`src/rtl/keycode_packer.sv`:
```
//------------------------------------------------------------------------------
// keycode_packer: four-button HID keycode word generator, press-ordered slots.
// Rev 1.0
//------------------------------------------------------------------------------
`default_nettype none

module keycode_packer #(
   parameter int         DEBOUNCE_CYCLES = 500000,
   parameter logic [7:0] CODE_A          = 8'h04,
   parameter logic [7:0] CODE_S          = 8'h16,
   parameter logic [7:0] CODE_K          = 8'h0E,
   parameter logic [7:0] CODE_L          = 8'h0F
) (
   input  logic        Clk,
   input  logic        Reset_n,
   input  logic        a_raw,
   input  logic        s_raw,
   input  logic        k_raw,
   input  logic        l_raw,
   output logic [31:0] keycode,
   output logic        report_valid,
   input  logic        report_ready,
   output logic [3:0]  held_mask
);

   localparam int             CNT_W    = (DEBOUNCE_CYCLES > 1) ? $clog2(DEBOUNCE_CYCLES) : 1;
   localparam logic [CNT_W-1:0] CNT_LAST = CNT_W'(DEBOUNCE_CYCLES - 1);

   typedef enum logic [1:0] {
      IDLE    = 2'd0,
      APPLY   = 2'd1,
      PUBLISH = 2'd2
   } state_t;

   state_t          state;
   logic [3:0]      raw;
   logic [3:0]      sync_meta;
   logic [3:0]      sync_q;
   logic [3:0]      deb;
   logic [3:0][7:0] slots;
   logic [7:0]      key_code [4];

   assign raw         = {l_raw, k_raw, s_raw, a_raw};
   assign key_code[0] = CODE_A;
   assign key_code[1] = CODE_S;
   assign key_code[2] = CODE_K;
   assign key_code[3] = CODE_L;

   always_ff @(posedge Clk or negedge Reset_n) begin
      if (!Reset_n) begin
         sync_meta <= '0;
         sync_q    <= '0;
      end else begin
         sync_meta <= raw;
         sync_q    <= sync_meta;
      end
   end

   generate
      for (genvar g = 0; g < 4; g++) begin : g_debounce
         logic [CNT_W-1:0] cnt;

         always_ff @(posedge Clk or negedge Reset_n) begin
            if (!Reset_n) begin
               cnt    <= '0;
               deb[g] <= 1'b0;
            end else if (sync_q[g] == deb[g]) begin
               cnt <= '0;
            end else if (cnt == CNT_LAST) begin
               deb[g] <= sync_q[g];
               cnt    <= '0;
            end else begin
               cnt <= cnt + 1'b1;
            end
         end
      end
   endgenerate

   logic [3:0]      pending;
   logic [3:0]      rel_set;
   logic [3:0]      sel_vec;
   logic [3:0]      rest;
   logic [1:0]      sel;
   logic [1:0]      pos;
   logic            any_pending;
   logic [3:0][7:0] nslots;
   logic [3:0]      nmask;

   // Pick one event (releases first, lowest key index first) and form the updated slots.
   always_comb begin
      pending     = deb ^ held_mask;
      rel_set     = pending & held_mask;
      sel_vec     = (rel_set != 4'b0) ? rel_set : pending;
      any_pending = (pending != 4'b0);
      sel         = 2'd0;
      for (int i = 3; i >= 0; i--) begin
         if (sel_vec[i]) sel = 2'(i);
      end
      rest   = pending & ~(4'b0001 << sel);
      nslots = slots;
      nmask  = held_mask;
      pos    = 2'd3;
      if (any_pending) begin
         nmask = held_mask ^ (4'b0001 << sel);
         if (rel_set != 4'b0) begin
            for (int i = 3; i >= 0; i--) begin
               if (slots[i] == key_code[sel]) pos = 2'(i);
            end
            for (int i = 0; i < 3; i++) begin
               if (2'(i) >= pos) nslots[i] = slots[i+1];
            end
            nslots[3] = 8'h00;
         end else begin
            for (int i = 3; i >= 0; i--) begin
               if (slots[i] == 8'h00) pos = 2'(i);
            end
            nslots[pos] = key_code[sel];
         end
      end
   end

   always_ff @(posedge Clk or negedge Reset_n) begin
      if (!Reset_n) begin
         state        <= IDLE;
         slots        <= '0;
         held_mask    <= '0;
         keycode      <= '0;
         report_valid <= 1'b0;
      end else begin
         case (state)
            IDLE: begin
               if (any_pending) state <= APPLY;
            end
            APPLY: begin
               slots     <= nslots;
               held_mask <= nmask;
               if (rest == 4'b0) begin
                  keycode      <= nslots;
                  report_valid <= 1'b1;
                  state        <= PUBLISH;
               end
            end
            PUBLISH: begin
               if (report_ready) begin
                  report_valid <= 1'b0;
                  state        <= IDLE;
               end
            end
            default: begin
               report_valid <= 1'b0;
               state        <= IDLE;
            end
         endcase
      end
   end

endmodule

`default_nettype wire

```
`config.mk`:
```
export PLATFORM = sky130hd
export DESIGN_NAME = keycode_packer
export DESIGN_NICKNAME = d
export VERILOG_FILES = /design/src/rtl/keycode_packer.sv
export SDC_FILE = /design/constraint.sdc
export NUM_CORES = 1
export LEC_CHECK = 0
export BUFFER_PORTS_ARGS = -buffer_cell sky130_fd_sc_hd__buf_2
export CAP_MARGIN = 30
export CORE_AREA = 2 2 150 152
export DETAILED_ROUTE_END_ITERATION = 16
export DIE_AREA = 0 0 152 154
export SKIP_LAST_GASP = 1
export SLEW_MARGIN = 20
export SYNTH_ARGS = -nofsm -noshare
export SYNTH_HDL_FRONTEND = slang
export SYNTH_SLANG_ARGS = --single-unit
```
`constraint.sdc`:
```
create_clock -name Clk -period 3.1 [get_ports Clk]
set_input_delay 0.62 -clock Clk [delete_from_list [all_inputs] [get_ports Clk]]
set_output_delay 0.62 -clock Clk [all_outputs]
set_load 0.05 [all_outputs]
```
==> summary.md, run 1 <==
| Metric | Value |
|---|---|
| Worst-Skew Late Latency | 0.43 ns |
| Rows | 54 |
| # IOs | 44 |
| CP peak stage delay | 0.51 ns |
| DR iter-0 viols | 428 |
| HPWL after detailed placement | 12.4 mm |
| CP required | 3.39 ns |
| Crit start category | flip-flop |
| Hold_buf cts | 0 |
| Final Skew | 0.0187 ns |
| Worst Max-Slew Pin Slew | 0.666 ns |
| Synthesis-to-layout area growth | 16.5% |
| Max-slew headroom | 0.556 |
| Top FF cell, synth | dfrtp_1 |
| Num CTS Buffers | 17 |
| Final nets | 891 |
| Yosys warning total | 0 |
| Die width | 152 um |
| Routed vias | 6,127 |
| Port bufs | 43 |
| Final Cell Area | 9260 um2 |
| Max Clk Rate | 336 MHz |
| Worst Hold Class | in2async |
| Post_cts resized | 0 |
| First-pass GRT wire length | 30.3 mm |
| Period minus WS final | 2.97 ns |
| Lkg Pwr | 4.08 nW |
| Largest net degree at the start of global routing | 72 |
| Critical Path Sink Type | flip-flop |
| Worst path arrival time | 3.27 ns |
| CP Cell Sequence | ha_1 > a211oi_4 > a311o_1 > buf_4 > o2111ai_1 > a311o_2 > and4_1 > a211oi_2 > a22oi_1 |
| Antenna violations before repair | 0 |
| Final Wtd Congestion | 0.918 |
| Residual DRC | 0 |
| Synth async-reset ratio | 1.00 |
| Final Setup Violations | 0 |
| DRT antenna net count | 0 |
| Number of synthesized flops with an enable pin | 0 |
| Critical Path Slowest Stage Cell | a311o_2 |
| Crit-path max FO | 7 |
| Layout cell share with drive strength beyond 1 | 0.164 |
| Reg clk slew, reported paths | 0.06 ns |
| Sequential share of power | 0.495 |
| Die Height | 154 um |
| Top delay family on crit path | compound AO/OA/AOI/OAI gates |
| Sw Ratio | 0.230 |
| Register area share after synthesis | 0.501 |
| Vias in the first global route | 5,946 |
| WL/cell | 15.6 um |
| Core Footprint | 21,700 um2 |
| Syn nets | 832 |
| Final Cycle Share | 0.959 |
| Die area | 23,400 um2 |
| DRT Pass-1 Iters | 5 |
| Clock Power Share | 0.483 |
| Int Pwr | 0.00328 W |
| Pwr dens | 460 nW/um2 |
| Mapped Cells | 817 |
| GRT Total Usage | 0.158 |
| Final setup TNS | 0 ns |
| Total congestion overflow | 0 |
| RSZ-0062 raised after global routing | yes |
| Clock root buffer | clkbuf_16 |
| Crit Path Category | reg2reg |
| FF+latch count, synth | 159 |
| TritonCTS clock tree | yes |
| Starting Density | 0.366 |
| Logic pwr share | 0.022 |
| Avg Inst Size Synth | 9.72 um2 |
| Final count of hold timing violations | 0 |
| Switching power total | 0.000977 W |
| Max Cap Violations | 0 |
| Synth Cell Area | 7940 um2 |
| Worst path bufs/invs | 1 |
| Inserted Diodes | 0 |
| Wirelength, routed | 18.2 mm |
| H-Tree Depth | 4 |
| Area after DPL | 8640 um2 |
| Longest Clk Path Bufs | 2 |
| Clock sinks | 159 |
| Status | finished clean |
| Max Slew Vio Count | 0 |
| Distinct cell type count after synthesis | 72 |
| Post-CTS Setup Inserts | 0 |
| Via density | 5.24 |
| VDD IR max | 0.000303 V |
==> synthesized netlist by cell type (6+ instances only) <==
cell | instances | share of area
or2_2 | 6 | 0.0047
xor2_1 | 42 | 0.046
nand2_1 | 79 | 0.037
nor3_1 | 20 | 0.013
inv_1 | 23 | 0.011
buf_2 | 14 | 0.0088
o221ai_1 | 9 | 0.0099
o21ai_1 | 11 | 0.0069
a211oi_1 | 8 | 0.0076
dfrtp_1 | 159 | 0.50
or3_1 | 6 | 0.0047
ha_1 | 8 | 0.013
nor2b_1 | 6 | 0.0047
nand4_1 | 16 | 0.013
xnor2_1 | 33 | 0.036
nand3_1 | 39 | 0.025
o211ai_1 | 6 | 0.0057
a32oi_1 | 6 | 0.0066
nor2_1 | 115 | 0.054
and3_1 | 10 | 0.0079
o21ai_0 | 35 | 0.022
and4_1 | 9 | 0.0099
clkbuf_1 | 21 | 0.0099
mux2i_1 | 7 | 0.0088
a21oi_1 | 29 | 0.018
==> cell usage in the layout (no fill, tap or decap), drive strengths merged, types with 5 or more instances in the layout <==
| master | synthesis | routed |
|---|---|---|
| a32oi | 6 | 6 |
| nand2 | 79 | 79 |
| xor2 | 42 | 42 |
| inv | 23 | 28 |
| nor4 | 5 | 5 |
| nor3 | 21 | 21 |
| a211oi | 10 | 10 |
| o211ai | 6 | 6 |
| xnor2 | 33 | 33 |
| o31ai | 5 | 5 |
| or3 | 6 | 6 |
| and3 | 11 | 11 |
| mux2i | 7 | 7 |
| or2 | 7 | 7 |
| and2 | 5 | 5 |
| dfrtp | 159 | 159 |
| o221ai | 9 | 9 |
| nor2b | 6 | 6 |
| ha | 8 | 8 |
| nand3 | 40 | 40 |
| a21oi | 31 | 31 |
| a31oi | 6 | 6 |
| clkbuf | 22 | 19 |
| nor4b | 6 | 6 |
| and4 | 9 | 9 |
| nand4 | 16 | 16 |
| buf | 17 | 79 |
| o21ai | 46 | 46 |
| mux2 | 8 | 8 |
| nor2 | 116 | 116 |
==> worst paths after layout <==
check | cells past startpoint | slack [ns] | start | end
max reg2reg | 9 | 0.13 | held_mask[1] | slots[17]
min | 1 | 0.18 | Reset_n | g_debounce[2].cnt[15]
min in group Clk | 1 | 0.30 | a_raw | sync_meta[0]
max | 9 | 0.13 | held_mask[1] | slots[17]
max in group asynchronous | 2 | 2.04 | Reset_n | slots[3]
min reg2reg | 0 | 0.35 | sync_meta[1] | sync_q[1]
==> per-layer routing <==
metal	vias to the layer above	track usage	share of wire
li1	2998	-	-
met1	2977	0.221	0.49
met2	124	0.244	0.46
met3	28	0.0335	0.040
met4	0	0.0570	0.016
met5	-	0	0
==> stage by stage <==
stage | utilization | instances | hold slack (ns) | power (W) | setup slack, ns
after floorplan | - | 817 | 0.324 | 0.00218 | 0.00226
after global placement | 0.399 | 1137 | 0.337 | 0.00224 | 0.114
after detailed placement | 0.399 | 1137 | 0.336 | 0.00224 | 0.0403
after CTS | 0.425 | 1169 | 0.222 | 0.00431 | 0.00359
after global routing | 0.427 | 1169 | 0.242 | 0.00440 | -0.00612
final | 0.427 | 1169 | 0.184 | 0.00425 | 0.127
==> layout make-up <==
class,count,area (um2)
clock buffers,19,453
clock inverters,13,125
fillers,2089,12400
inverters,23,86.3
multi-input cells,596,3730
flip-flops and latches,159,3980
well taps,280,350
repair buffers,79,529
==> registers in the layout (all words and copies together), names as in the netlist <==
signal / count
deb: 4
g_debounce.cnt: 76
held_mask: 4
keycode: 32
report_valid: 1
slots: 32
state: 2
sync_meta: 4
sync_q: 4
==> worst register-to-register path, delay by kind of cell, from the launching register on <==
kind            cells  cell delay, ns
buf+inv             1            0.17
compound gates      6            1.55
flops               1            0.41
fa+ha+maj           1            0.39
simple gates        1            0.32
==> kinds of logic after synthesis <==
| kind of cell | Yosys count | synth area share |
|---|---|---|
| simple gates | 342 | 0.211 |
| flops | 159 | 0.501 |
| compound gates | 156 | 0.138 |
| xor+xnor | 75 | 0.0827 |
| buf+inv | 62 | 0.0331 |
| mux | 15 | 0.0216 |
| fa+ha+maj | 8 | 0.0126 |
==> power by group through the flow <==
stage | combinational [W] | clock (W) | sequential [W]
floorplan | 0.0000383 | 0 | 0.00214
global placement | 0.0000965 | 0 | 0.00215
detailed placement | 0.0000977 | 0 | 0.00215
CTS | 0.0000982 | 0.00210 | 0.00211
global route | 0.000112 | 0.00218 | 0.00211
finish | 0.0000927 | 0.00205 | 0.00211
Note: power is estimated with default switching activity, not from simulation.
==> run 2, diff against run 1 <==
Settings changed: PLACE_DENSITY set to 0.62.
==> summary.md, run 2 (synthesized netlist as in run 1, its figures left out) <==
| Metric | Value |
|---|---|
| Worst Hold Class | in2async |
| Crit Path Category | reg2reg |
| Via density | 5.28 (+0.80%) |
| Biggest register | g_debounce.cnt |
| Placed Cells | 1,133 (-0.35%) |
| Commonest non-fill, non-tap cells in the layout | dfrtp_1, nor2_1, nand2_1 |
| First-pass GRT wire length | 30.3 mm (-0.11%) |
| Fin cells | 1,165 (-0.34%) |
| Die area | 23,400 um2 (unchanged) |
| Routed vias | 6,155 (+0.46%) |
| Port bufs | 43 (unchanged) |
| WL/cell | 15.5 um (-0.56%) |
| HPWL after detailed placement | 12.5 mm (+0.21%) |
| DR iter-0 viols | 248 (-42%) |
| Layout cell share with drive strength beyond 1 | 0.158 (-0.00604) |
| Final Setup Violations | 0 (unchanged) |
| Finished Core Util | 0.426 (-0.000981) |
| # IOs | 44 (unchanged) |
| Hold_ws | 0.146 ns (-0.0383 ns) |
| Status | finished clean |
| Crit-path max FO | 7 (unchanged) |
| Max Clk Rate | 340 MHz (+1.2%) |
| Die Height | 154 um (unchanged) |
| RSZ-0062 raised after global routing | yes |
| CP required | 3.40 ns (about the same) |
| Vias in the first global route | 5,922 (-0.40%) |
| Worst r2r src | held_mask[1] |
| H-Tree Depth | 4 (unchanged) |
| Max Cap Violations | 0 (unchanged) |
| Final count of hold timing violations | 0 (unchanged) |
| GRT Total Usage | 0.157 (-0.000903) |
| CP peak stage delay | 0.41 ns (-0.10 ns) |
| Top Registers | g_debounce.cnt x76, keycode x32, slots x32 |
| Core Footprint | 21,700 um2 (unchanged) |
| Max-slew headroom | 0.537 (-0.0190) |
| Final setup TNS | 0 ns (unchanged) |
| Wirelength, routed | 18.1 mm (-0.90%) |
| Clock root buffer | clkbuf_16 |
| Antenna violations before repair | 0 (unchanged) |
| Rows | 54 (unchanged) |
| DRT antenna net count | 0 (unchanged) |
| Worst slack, placed | 0.0919 ns (+0.0517 ns) |
| Final Cycle Share | 0.948 (-0.0111) |
| Final nets | 887 (-0.45%) |
| Die width | 152 um (unchanged) |
| Final Wtd Congestion | 0.919 (+0.15%) |
| Clock sinks | 159 (unchanged) |
| Worst-Skew Late Latency | 0.43 ns (about the same) |
| VDD IR max | 0.000292 V (-3.7%) |
| Critical Path Slowest Stage Cell | dfrtp_1 |
| Pwr dens | 466 nW/um2 (+1.5%) |
| Most common cell after layout, fill and taps aside | dfrtp_1 |
| Largest net degree at the start of global routing | 58 (-19%) |
| Starting Density | 0.366 (unchanged) |
| Final Worst Setup Slack | 0.161 ns (+0.0343 ns) |
| Residual DRC | 0 (unchanged) |
| Inserted Diodes | 0 (unchanged) |
| Reg clk slew, reported paths | 0.07 ns (about the same) |
| TritonCTS clock tree | yes |
| Worst path arrival time | 3.24 ns (-0.03 ns) |
| Final Skew | 0.00969 ns (-0.00901 ns) |
| Largest register FFs | 76 (unchanged) |
| Critical Path Sink Type | flip-flop |
| Longest Clk Path Bufs | 2 (unchanged) |
| Worst Max-Slew Pin Slew | 0.687 ns (+0.0213 ns) |
| Lkg Pwr | 4.08 nW (about the same) |
| Num CTS Buffers | 17 (unchanged) |
| Worst Setup SP | held_mask[1] |
| Max Slew Vio Count | 0 (unchanged) |
| Crit start category | flip-flop |
| Total congestion overflow | 0 (unchanged) |
| Synthesis-to-layout area growth | 16.3% |
| Period minus WS final | 2.94 ns (-0.0343 ns) |
| DRT Pass-1 Iters | 5 (unchanged) |
| CP Cell Sequence | ha_1 > or2_1 > a311oi_4 > buf_4 > nand4_1 > a311o_1 > and4_1 > a211oi_1 > a22oi_1 |
run 2: repair_timing:
action | CTS | global route
buffers inserted | 0 | 0
resized for setup | 0 | 5
endpoints found under the setup margin | 0 | 19
hold buffers | 0 | 0
run 2: where the power goes:
group	leakage [nW]	total, W	switching [W]	internal, W
clock	0.290	0.00211	0.000953	0.00115
sequential	2.19	0.00211	0.0000167	0.00209
combinational	1.60	0.0000932	0.0000682	0.0000250
run 2: worst max-delay path, delay by kind of cell, from the launching register on:
family,cells,cell delay [ns]
compound gates,4,1.19
fa+ha+maj,1,0.25
flops,1,0.41
buf+inv,1,0.22
simple gates,3,0.76
run 2: layout make-up:
type / instances / area (um2)
Clock buffer: 17 / 425
Clock inverter: 15 / 169
Fill cell: 2097 / 12500
Inverter: 23 / 86.3
Multi-Input combinational cell: 596 / 3710
Sequential cell: 159 / 3980
Tap cell: 280 / 350
Timing Repair Buffer: 75 / 512
run 2: stage by stage:
stage,power (W),cell area [um2]
after floorplan,0.00218,7940
after global placement,0.00224,8630
after detailed placement,0.00225,8630
after CTS,0.00437,9220
after global routing,0.00448,9230
final,0.00431,9230
run 2: final timing paths:
check	to	slack, ns	cells after the start
min in group Clk	sync_meta[1]	0.30	1
hold reg to reg	sync_q[3]	0.35	0
setup reg to reg	slots[19]	0.16	9
max in group asynchronous	slots[16]	2.27	2
hold / removal	g_debounce[2].cnt[17]	0.15	1
setup / recovery	slots[19]	0.16	9
run 2: per-layer routing:
| layer | vias up | global-route usage | wire length, um |
|---|---|---|---|
| li1 | 3001 | - | - |
| met4 | 0 | 0.0445 | 166 |
| met2 | 123 | 0.249 | 8460 |
| met5 | - | 0 | 0 |
| met1 | 3019 | 0.217 | 8690 |
| met3 | 12 | 0.0369 | 746 |
==> run 3, diff against run 2 <==
Settings changed: CORE_AREA 2 2 150 152 to 2 2 118 120, DIE_AREA 0 0 152 154 to 0 0 120 122, PLACE_DENSITY 0.62 to 0.88.
==> summary.md, run 3 (synthesized netlist as in run 1, its figures left out) <==
| Metric | Value |
|---|---|
| Period minus WS final | 3.02 ns (+0.0801 ns) |
| Crit Path Category | reg2reg |
| Fin cells | 1,057 (-9.3%) |
| CP peak stage delay | 0.52 ns (+0.11 ns) |
| Inserted Diodes | 0 (unchanged) |
| # IOs | 44 (unchanged) |
| RR Endpoint | slots[17] |
| Most common cell after layout, fill and taps aside | dfrtp_1 |
| CP Cell Sequence | ha_1 > a211oi_4 > a311o_1 > buf_4 > o2111ai_1 > a311o_2 > and4_1 > a211oi_2 > a22oi_1 |
| Routed vias | 6,443 (+4.7%) |
| CP required | 3.39 ns (about the same) |
| Vias in the first global route | 6,206 (+4.8%) |
| Largest register FFs | 76 (unchanged) |
| Clock root buffer | clkbuf_16 |
| Final nets | 881 (-0.68%) |
| Max Slew Vio Count | 0 (unchanged) |
| Antenna violations before repair | 0 (unchanged) |
| Residual DRC | 0 (unchanged) |
| R2R setup slack | 0.08 ns (-0.08 ns) |
| Final Setup Violations | 0 (unchanged) |
| Worst Hold Class | in2async |
| Final Cycle Share | 0.974 (+0.0258) |
| DR iter-0 viols | 656 (+160%) |
| TritonCTS clock tree | yes |
| Starting Density | 0.588 (+0.222) |
| Finished Core Util | 0.674 (+0.248) |
| Synthesis-to-layout area growth | 14.6% |
| Num CTS Buffers | 17 (unchanged) |
| Layout cell share with drive strength beyond 1 | 0.152 (-0.00654) |
| Lkg Pwr | 4.04 nW (-0.90%) |
| Final Wtd Congestion | 0.985 (+7.2%) |
| Biggest register | g_debounce.cnt |
| DRT antenna net count | 0 (unchanged) |
| Die Height | 122 um (-21%) |
| Worst Max-Slew Pin Slew | 0.811 ns (+0.125 ns) |
| H-Tree Depth | 4 (unchanged) |
| Wirelength, routed | 18.4 mm (+2.0%) |
| Design Power | 0.00439 W (+2.0%) |
| WL/cell | 17.4 um (+12%) |
| GRT Total Usage | 0.261 (+0.103) |
| Clock sinks | 159 (unchanged) |
| Die area | 14,600 um2 (-37%) |
| Status | finished clean |
| Critical Path Sink Type | flip-flop |
| Max Cap Violations | 0 (unchanged) |
| Worst-Skew Late Latency | 0.43 ns (about the same) |
| Die width | 120 um (-21%) |
| First-pass GRT wire length | 30.0 mm (-1.1%) |
| Pwr dens | 483 nW/um2 (+3.5%) |
| Worst r2r src | held_mask[1] |
| Crit start category | flip-flop |
| Hold_buf cts | 0 (unchanged) |
| VDD IR max | 0.000373 V (+28%) |
| Critical Path Slowest Stage Cell | a311o_2 |
| Core Footprint | 13,500 um2 (-38%) |
| Worst path arrival time | 3.31 ns (+0.07 ns) |
| Top Registers | g_debounce.cnt x76, keycode x32, slots x32 |
| R2R cell count | 9 (unchanged) |
| Max-slew headroom | 0.453 (-0.0839) |
| Crit-path max FO | 7 (unchanged) |
| Max Clk Rate | 331 MHz (-2.7%) |
| Via density | 6.10 (+15%) |
| Port bufs | 43 (unchanged) |
| Filler Cells Inserted | 1,008 (-52%) |
| Reg clk slew, reported paths | 0.06 ns (about the same) |
| Commonest non-fill, non-tap cells in the layout | dfrtp_1, nor2_1, nand2_1 |
| Largest net degree at the start of global routing | 72 (+24%) |
| HPWL after detailed placement | 12.2 mm (-2.4%) |
| Final count of hold timing violations | 0 (unchanged) |
| DRT Pass-1 Iters | 5 (unchanged) |
| Longest Clk Path Bufs | 2 (unchanged) |
| Final Skew | 0.00927 ns (-0.000417 ns) |
| Total congestion overflow | 0 (unchanged) |
| Placed Cells | 1,025 (-9.5%) |
| Rows | 43 (-20%) |
run 3: worst max-delay path by stage:
stage               slack (ns)    startpoint         end
floorplan                0.002  held_mask[1]   slots[13]
global placement          0.16  held_mask[1]   slots[17]
detailed placement        0.04  held_mask[1]   slots[17]
CTS                       0.02  held_mask[1]   slots[17]
global route             -0.02        deb[1]  keycode[7]
finish                    0.08  held_mask[1]   slots[17]
run 3: layer usage:
layer | up-vias | track usage | routed length (um)
met5 | - | 0 | 0
met4 | 0 | 0.121 | 636
met3 | 70 | 0.0632 | 1050
met2 | 248 | 0.421 | 8990
met1 | 3153 | 0.334 | 7770
li1 | 2972 | - | -
run 3: cell type report:
type | count | area, um2 | area share
Inverter | 23 | 86.3 | 0.00948
Timing Repair Buffer | 69 | 454 | 0.0499
Multi-Input combinational cell | 596 | 3750 | 0.412
Clock inverter | 9 | 161 | 0.0177
Tap cell | 180 | 225 | 0.0247
Sequential cell | 159 | 3980 | 0.437
Clock buffer | 21 | 450 | 0.0495
run 3: critical path: cells and delay by family, from the launching register on:
family	cells	cell delay, ns
AO/OA/AOI/OAI	6	1.62
adder cells (fa/ha/maj)	1	0.36
buffers and inverters	1	0.17
flip-flops	1	0.41
AND/OR/NAND/NOR	1	0.32
run 3: per-stage QoR:
stage / worst slack, ns / setup TNS (ns) / area (um2) / hold WS, ns
6_report: 0.0809 / 0 / 9100 / 0.187
3_5_place_dp: 0.0434 / 0 / 8420 / 0.345
5_1_grt: -0.0195 / -0.0480 / 9100 / 0.232
3_3_place_gp: 0.160 / 0 / 8420 / 0.335
2_1_floorplan: 0.00226 / 0 / 7940 / 0.324
4_1_cts: 0.0154 / 0 / 9030 / 0.206
run 3: power by group:
| part | internal, W | switching (W) | leakage (nW) | total (W) |
|---|---|---|---|---|
| sequential | 0.00209 | 0.0000155 | 2.19 | 0.00211 |
| clock | 0.00136 | 0.000829 | 0.289 | 0.00219 |
| combinational | 0.0000239 | 0.0000688 | 1.56 | 0.0000927 |
run 3: repair_timing:
| item | CTS | global route |
|---|---|---|
| buffers inserted | 0 | 2 |
| gates resized for setup | 0 | 11 |
| setup endpoints to repair | 0 | 35 |
